File: src/rtl/button_count_controller.sv
// Three-button (UP/DOWN/CLEAR) controller for a shared count register.
// Does edge detection, CLEAR > UP > DOWN arbitration, hold-to-auto-repeat and wrap/saturate stepping.
module button_count_controller #(
  parameter int unsigned WIDTH         = 8,
  parameter int unsigned REPEAT_DELAY  = 50_000_000,
  parameter int unsigned REPEAT_PERIOD = 10_000_000,
  parameter bit          SATURATE      = 1'b0
) (
  input  logic             i_clock,
  input  logic             i_reset_n,
  input  logic             i_btn_up,
  input  logic             i_btn_down,
  input  logic             i_btn_clear,
  output logic [WIDTH-1:0] o_out,
  output logic             o_step,
  output logic             o_repeating
);

  localparam int unsigned CNT_MAX = (REPEAT_DELAY > REPEAT_PERIOD) ? REPEAT_DELAY : REPEAT_PERIOD;
  localparam int unsigned CNT_W   = (CNT_MAX > 1) ? $clog2(CNT_MAX) : 1;
  localparam logic [CNT_W-1:0] DELAY_LAST  = CNT_W'(REPEAT_DELAY - 1);
  localparam logic [CNT_W-1:0] PERIOD_LAST = CNT_W'(REPEAT_PERIOD - 1);

  typedef enum logic [1:0] {
    S_IDLE     = 2'd0,
    S_HOLD     = 2'd1,
    S_REPEAT   = 2'd2,
    S_WAIT_REL = 2'd3
  } state_t;

  state_t           r_state;
  state_t           w_state_nxt;
  logic [2:0]       r_prev;        // {clear, up, down} levels from the previous edge
  logic [CNT_W-1:0] r_cnt;
  logic [CNT_W-1:0] w_cnt_nxt;
  logic             r_dir;         // 1 = up, 0 = down
  logic             w_dir_nxt;
  logic [WIDTH-1:0] r_out;
  logic [WIDTH-1:0] w_out_nxt;
  logic             r_step;
  logic             w_step_nxt;
  logic             r_repeating;

  logic             w_rise_up;
  logic             w_rise_down;
  logic             w_rise_clear;
  logic             w_dir_held;
  logic             w_any_btn;
  logic             w_any_dir_btn;
  logic             w_clear;
  logic             w_req;
  logic             w_req_up;
  logic             w_at_limit;
  logic             w_blocked;

  assign w_rise_clear  = i_btn_clear & ~r_prev[2];
  assign w_rise_up     = i_btn_up    & ~r_prev[1];
  assign w_rise_down   = i_btn_down  & ~r_prev[0];
  assign w_dir_held    = r_dir ? i_btn_up : i_btn_down;
  assign w_any_dir_btn = i_btn_up | i_btn_down;
  assign w_any_btn     = w_any_dir_btn | i_btn_clear;

  // Next-state and step-request decode; CLEAR pre-empts every state.
  always_comb begin
    w_state_nxt = r_state;
    w_cnt_nxt   = r_cnt;
    w_dir_nxt   = r_dir;
    w_clear     = 1'b0;
    w_req       = 1'b0;
    w_req_up    = r_dir;
    if (w_rise_clear) begin
      w_clear     = 1'b1;
      w_cnt_nxt   = '0;
      w_state_nxt = w_any_dir_btn ? S_WAIT_REL : S_IDLE;
    end else begin
      unique case (r_state)
        S_IDLE: begin
          if (w_rise_up || w_rise_down) begin
            w_req       = 1'b1;
            w_req_up    = w_rise_up;
            w_dir_nxt   = w_rise_up;
            w_cnt_nxt   = '0;
            w_state_nxt = S_HOLD;
          end
        end
        S_HOLD, S_REPEAT: begin
          // Release beats a coincident repeat step.
          if (!w_dir_held) begin
            w_cnt_nxt   = '0;
            w_state_nxt = w_any_btn ? S_WAIT_REL : S_IDLE;
          end else if (r_cnt == ((r_state == S_HOLD) ? DELAY_LAST : PERIOD_LAST)) begin
            w_req       = 1'b1;
            w_cnt_nxt   = '0;
            w_state_nxt = S_REPEAT;
          end else begin
            w_cnt_nxt   = r_cnt + CNT_W'(1);
          end
        end
        S_WAIT_REL: begin
          if (!w_any_btn) begin
            w_state_nxt = S_IDLE;
          end
        end
        default: begin
          w_state_nxt = S_IDLE;
        end
      endcase
    end
  end

  assign w_at_limit = w_req_up ? (r_out == {WIDTH{1'b1}}) : (r_out == {WIDTH{1'b0}});
  assign w_blocked  = SATURATE && w_at_limit;

  // Count update; a saturated step leaves the count and strobe untouched.
  always_comb begin
    w_out_nxt  = r_out;
    w_step_nxt = 1'b0;
    if (w_clear) begin
      w_out_nxt  = '0;
      w_step_nxt = 1'b1;
    end else if (w_req && !w_blocked) begin
      w_out_nxt  = w_req_up ? (r_out + WIDTH'(1)) : (r_out - WIDTH'(1));
      w_step_nxt = 1'b1;
    end
  end

  always_ff @(posedge i_clock) begin
    if (!i_reset_n) begin
      r_state <= S_IDLE;
    end else begin
      r_state <= w_state_nxt;
    end
  end

  // prev resets high so a button held through reset must be re-pressed.
  always_ff @(posedge i_clock) begin
    if (!i_reset_n) begin
      r_prev      <= 3'b111;
      r_cnt       <= '0;
      r_dir       <= 1'b1;
      r_out       <= '0;
      r_step      <= 1'b0;
      r_repeating <= 1'b0;
    end else begin
      r_prev      <= {i_btn_clear, i_btn_up, i_btn_down};
      r_cnt       <= w_cnt_nxt;
      r_dir       <= w_dir_nxt;
      r_out       <= w_out_nxt;
      r_step      <= w_step_nxt;
      r_repeating <= (w_state_nxt == S_REPEAT);
    end
  end

  assign o_out       = r_out;
  assign o_step      = r_step;
  assign o_repeating = r_repeating;

endmodule

File: config.mk
export PLATFORM = sky130hd
export DESIGN_NAME = button_count_controller
export DESIGN_NICKNAME = d
export VERILOG_FILES = /design/src/rtl/button_count_controller.sv
export SDC_FILE = /design/constraint.sdc
export NUM_CORES = 1
export LEC_CHECK = 0
export ABC_AREA = 1
export BUFFER_PORTS_ARGS = -buffer_cell sky130_fd_sc_hd__buf_4
export CAP_MARGIN = 20
export CORE_ASPECT_RATIO = 0.8
export CORE_MARGIN = 3
export CORE_UTILIZATION = 55
export DETAILED_ROUTE_END_ITERATION = 16
export PLACE_DENSITY_LB_ADDON = 0.05
export SKIP_CTS_REPAIR_TIMING = 1
export SLEW_MARGIN = 5
export SYNTH_ARGS = -nofsm -noshare
export SYNTH_HDL_FRONTEND = slang
export SYNTH_SLANG_ARGS = --single-unit
File: constraint.sdc
create_clock -name i_clock -period 3.1 [get_ports i_clock]
set_input_delay 0.465 -clock i_clock [delete_from_list [all_inputs] [get_ports i_clock]]
set_output_delay 0.465 -clock i_clock [all_outputs]
set_load 0.005 [all_outputs]
Word level (Yosys, flattened, before mapping):

Index checks and enable logic that the tools add are counted.

* bits in registers: 42
* input port bits: 5
* output and inout port bits: 10
* logic and storage cells: 58

* add/sub/neg operators: 3
* eq/ne operators: 6
* muxes and demuxes: 26
* bitwise logic cells: 9
* reductions and logical operators: 7

Operator list (number)
* 26-bit two-way mux: 4
* 26-bit case mux with 2 select lines: 1
* 26-bit by 1-bit adder with 26-bit output, second input constant: 1
* 26-bit == test: 1
* 2-bit two-way mux: 7
* 1-bit two-way mux: 11
* 8-bit by 1-bit adder with 8-bit output, second input constant: 1
* 8-bit two-way mux: 1
* 8-bit by 1-bit subtractor with 8-bit output, second input constant: 1
* 2-bit == test, second input constant: 3
* 2-bit case mux with 3 select lines: 1
* 2-bit OR reduction: 3
* 1-bit inverter: 4
* 1-bit bitwise AND: 3
* 2-bit by 1-bit == test with 1-bit output, second input constant: 1
* 2-bit zero test: 1
* 2-bit inequality test, second input constant: 1
* 1-bit bitwise OR: 2
* 1-bit case mux with 2 select lines: 1
* 2-bit AND reduction: 1
* 2-bit nonzero test: 1
* 1-bit logical OR: 1

Depth between registers and ports, before layout:

* word-level depth: 9
* gate-level depth with buffers: 16
* mapped depth without buffers: 16

Worst setup path after synthesis:

OpenSTA, ideal clock, no wires.

* kind: input port to flip-flop
* start point: input port i_btn_clear
* end point: register r_out[6], in the netlist o_out[6]
* setup time: 0.121 ns
* arrival: 2.282 ns
* data required time: 2.979 ns
* slack: 0.697 ns
* stages on the path: 14
* buffers on the path: 0
* path through: inv_1 > nor2_2 > inv_1 > nand4_1 > nand2_1 > inv_1 > ha_1 > a21oi_1 > o21ai_0 > a21oi_1 > nor2_1 > nor2_1 > xor2_1 > a21oi_1

* cells in the longest elaborated chain, start to end: 3
* elaborated cells on any way between the ends: 6
* classes of those cells: mux (4); bitwise (1); reduce/logical (1)

Ends and longest elaborated chain
* start, declared: RTL line 13 `input logic i_btn_clear,`
* 1-bit bitwise AND (*): RTL line 56 `assign w_rise_clear = i_btn_clear & ~r_prev[2];`
* 1-bit two-way mux: RTL line 71 `if (w_rise_clear) begin`
* 8-bit two-way mux or 2-bit OR reduction (tied branches)
* end signal, assigned: RTL line 148 `r_out <= w_out_nxt;`
* end, declared: RTL line 38 `logic [WIDTH-1:0] r_out;`

Every way passes the cells marked *; elsewhere a longest branch is shown, timed or not.
A chain may end at the register's enable or synchronous reset.

Worst setup path after layout:

* start point: register r_state[1]
* end point: register r_out[7], in the netlist o_out[7]

* cells in the longest elaborated chain, start to end: 7
* elaborated cells on any way between the ends: 13
* classes of those cells: eq/ne (3); mux (8); reduce/logical (2)

Ends and longest elaborated chain
* start, declared: RTL line 31 `state_t r_state;`
* start signal, assigned: RTL line 131 `r_state <= w_state_nxt;`
* 2-bit by 1-bit == test with 1-bit output: RTL line 76, 91
* 26-bit two-way mux: RTL line 91 `end else if (r_cnt == ((r_state == S_HOLD) ? DELAY_LAST : PERIOD_LAST)) begin`
* 26-bit == test: RTL line 91
* 1-bit two-way mux: RTL line 91
* 1-bit two-way mux: RTL line 88 `if (!w_dir_held) begin`
* 1-bit case mux with 2 select lines: RTL line 76 `unique case (r_state)`
* 1-bit two-way mux: RTL line 71

Parallel ways exist; a longest one is shown, timed or not.

==> summary.md <==
| Metric | Value |
|---|---|
| Status | `complete, no violations` |
| Per-cell routed wire length | `12.9 um` |
| Drt drc | `0` |
| Hold Fails Final Rpt | `0` |
| Hold endpoint | `r_dir` |
| Avg Cell Area, Syn | `6.96 um^2` |
| Dpl hpwl | `4160 um` |
| Max cap viols | `0` |
| Non-Filler Instances | `433` |
| H-tree depth | `2` |
| Hold depth | `2` |
| Internal reg-to-reg setup slack | `440 ps` |
| Final min period | `2660 ps` |
| Tcrit/Tclk final | `0.859` |
| Critical Path RT | `3340 ps` |
| Reg clk slew, reported paths | `80 ps` |
| Total power divided by cell area | `447 nW/um^2` |
| Pint | `0.881 mW` |
| Leak Pwr | `1.13 nW` |
| Switch Pwr | `0.348 mW` |
| Post-synth cell types | `38` |
| Slew headroom | `0.614` |
| Sequential Power Share | `0.466` |
| Syn. warnings | `0` |
| Critical path data arrival time | `2900 ps` |
| Kind of critical path | `reg -> reg` |
| Post-detailed-route count of antenna-violating nets | `0` |
| Hold Path Class | `in -> reg` |
| Vias in the first global route | `2129` |
| CTS root buf | `clkbuf_8` |
| Vias per cell | `5.27` |
| Max Slew Vio Count | `0` |
| Antenna Cells | `0` |
| Global-route wire length before repair | `9610 um` |
| Share of layout cells above drive strength 1 | `0.122` |
| Drt pass-1 iters | `4` |
| Final setup violation count | `0` |
| Switching Share | `0.283` |
| Reg-to-Reg Start | `r_state[1]` |
| Synth Cell Area | `2460 um^2` |
| RePlAce Congestion | `0.988` |
| Grt total ovfl | `0` |
| Comb pwr share | `0.180` |
| Worst skew pair latency | `300 ps` |
| Clock skew | `7.13 ps` |
| RSZ-0062 raised after global routing | `false` |
| Worst IR drop on VDD | `392 uV` |
| Hold_sp | `i_reset_n` |
| Clock sinks | `42` |
| Fin Setup TNS | `0 ps` |
| Num rows | `21` |
| Synthesized flop and latch total | `42` |
| Final core utilization | `0.646` |
| IO buf count | `14` |
| TritonCTS clock tree | `yes` |
| Die footprint | `5320 um^2` |
| Core area | `4260 um^2` |
| Post-Route WL | `5570 um` |
| CP startpoint kind | `register` |
| DR iter-0 viols | `145` |
| Total CTS buffers | `5` |
| Via count | `2283` |
| Worst R2R End | `o_out[7]` |
| Critical path launch point | `r_state[1]` |
| GRT Resource Usage Total | `0.235` |
| FF-to-FF path depth | `14` |
| Layout fillers | `405` |
| Die Height | `65.8 um` |
| Die width | `80.8 um` |
| Register area share after synthesis | `0.341` |
| Clock Tree Buf Depth | `2` |
| Dpl cells | `425` |
| Largest fanout on the critical path | `8` |
| Net Count, Synth | `372` |
| Clk network pwr share | `0.354` |
| Fmax | `0.376 GHz` |
| Largest net degree at the start of global routing | `14` |
| Num ports | `15` |
| Cell count after synthesis | `354` |
| Final net count | `393` |
| Initial core utilization | `0.578` |
| Area grow syn2layout | `11.7%` |
| CP Capture Type | `register` |
| Antenna violations before repair | `0` |
| Worst-Margin Slew | `577 ps` |
-- sequential cells by signal, summed over array words and instances (netlist names) --
register and count:
r_prev 3, o_out 8, r_dir 1, r_cnt 26, o_step 1, o_repeating 1
r_state 2
-- routing by layer --
metal	vias up	part of all wire	track usage
met5	-	0	0
met4	0	0.019	0.0781
met3	9	0.041	0.0572
met2	56	0.41	0.329
met1	1012	0.53	0.348
li1	1206	-	-
-- stage by stage --
stage          cell area, um^2  hold WS (ps)  power (mW)  worst slack [ps]
2_1_floorplan             2460           448       0.740               697
3_3_place_gp              2640           477       0.802               421
3_5_place_dp              2640           478       0.803               342
4_1_cts                   2750           366        1.24               432
5_1_grt                   2750           367        1.30               118
6_report                  2750           374        1.23               437
-- cell usage in the layout, fill, tap and decap left out, types with 5 or more instances in the layout --
cell type | netlist | routed
a21oi_1 | 31 | 31
buf_4 | 0 | 16
clkbuf_8 | 0 | 5
dfxtp_1 | 42 | 42
ha_1 | 12 | 12
inv_1 | 51 | 51
nand2_1 | 73 | 73
nand2_2 | 7 | 7
nand3_1 | 15 | 15
nand4_1 | 8 | 8
nor2_1 | 29 | 29
nor3_1 | 19 | 19
o21ai_0 | 17 | 17
-- worst max-delay path by stage --
stage / depth (start not counted) / slack, ps / end
finish: 14 / 440 / o_out[7]
global route: 14 / 120 / o_out[6]
CTS: 14 / 430 / o_out[7]
detailed placement: 15 / 340 / o_out[7]
global placement: 15 / 420 / o_out[6]
floorplan: 14 / 700 / o_out[6]
-- power groups by stage --
stage | logic, mW | clock network [mW] | registers [mW]
finish | 0.221 | 0.435 | 0.573
global route | 0.253 | 0.471 | 0.576
CTS | 0.219 | 0.447 | 0.573
detailed placement | 0.217 | 0 | 0.586
global placement | 0.216 | 0 | 0.586
floorplan | 0.157 | 0 | 0.583
-- final cells by class --
class / instances / area, um^2 / area share
clock buffer: 7 / 76.3 / 0.0278
clock inverter: 1 / 30.0 / 0.0109
inverter: 54 / 205 / 0.0746
multi-input combinational: 256 / 1410 / 0.511
sequential: 42 / 841 / 0.306
tap: 57 / 71.3 / 0.0259
timing repair buffer: 16 / 120 / 0.0437
-- logic make-up after synthesis --
family / share of synthesized area
adders and majority gates: 0.0691
and+or+nand+nor: 0.326
DFF: 0.341
AOI/OAI and AO/OA: 0.155
buffers and inverters: 0.0874
xor gates and xnor gates: 0.0213
-- cell usage after synthesis --
cell type | count | area [um^2]
and3_1 | 1 | 6.26
a211oi_1 | 2 | 15.0
nor3b_1 | 1 | 7.51
o21ai_1 | 3 | 15.0
o221ai_1 | 1 | 8.76
nor3_1 | 19 | 95.1
nor3_2 | 1 | 10.0
nand2_2 | 7 | 43.8
a21o_1 | 1 | 7.51
fa_1 | 1 | 20.0
nand2_1 | 73 | 274
nand3_2 | 2 | 20.0
a221oi_1 | 2 | 17.5
inv_4 | 1 | 6.26
xor2_1 | 4 | 35.0
o21ai_0 | 17 | 85.1
o31ai_1 | 2 | 15.0
dfxtp_1 | 42 | 841
nand3_1 | 15 | 75.1
or2_0 | 1 | 6.26
or2_1 | 1 | 6.26
nor2_8 | 1 | 20.0
inv_1 | 51 | 191
buf_2 | 2 | 10.0
or2_2 | 1 | 6.26
nand4_1 | 8 | 50.1
nor4_1 | 4 | 25.0
a31oi_1 | 3 | 18.8
ha_1 | 12 | 150
nor2_1 | 29 | 109
nor2_4 | 2 | 22.5
a21oi_1 | 31 | 155
o211a_1 | 1 | 10.0
inv_2 | 2 | 7.51
o21a_1 | 1 | 7.51
nor2_2 | 4 | 25.0
o21ai_2 | 3 | 26.3
xnor2_1 | 2 | 17.5
-- worst max-delay path: stages (launching register included) --
cell,delay [ps]
dfxtp_1,360
inv_1,140
ha_1,240
nand2_2,100
o21ai_0,160
nand2_1,120
inv_1,240
ha_1,340
a21oi_1,230
nand2_1,130
a21oi_1,190
nand3_1,90
nand2_1,70
nand2_1,50
a21oi_1,110
Power figures use the tool's default switching activity.
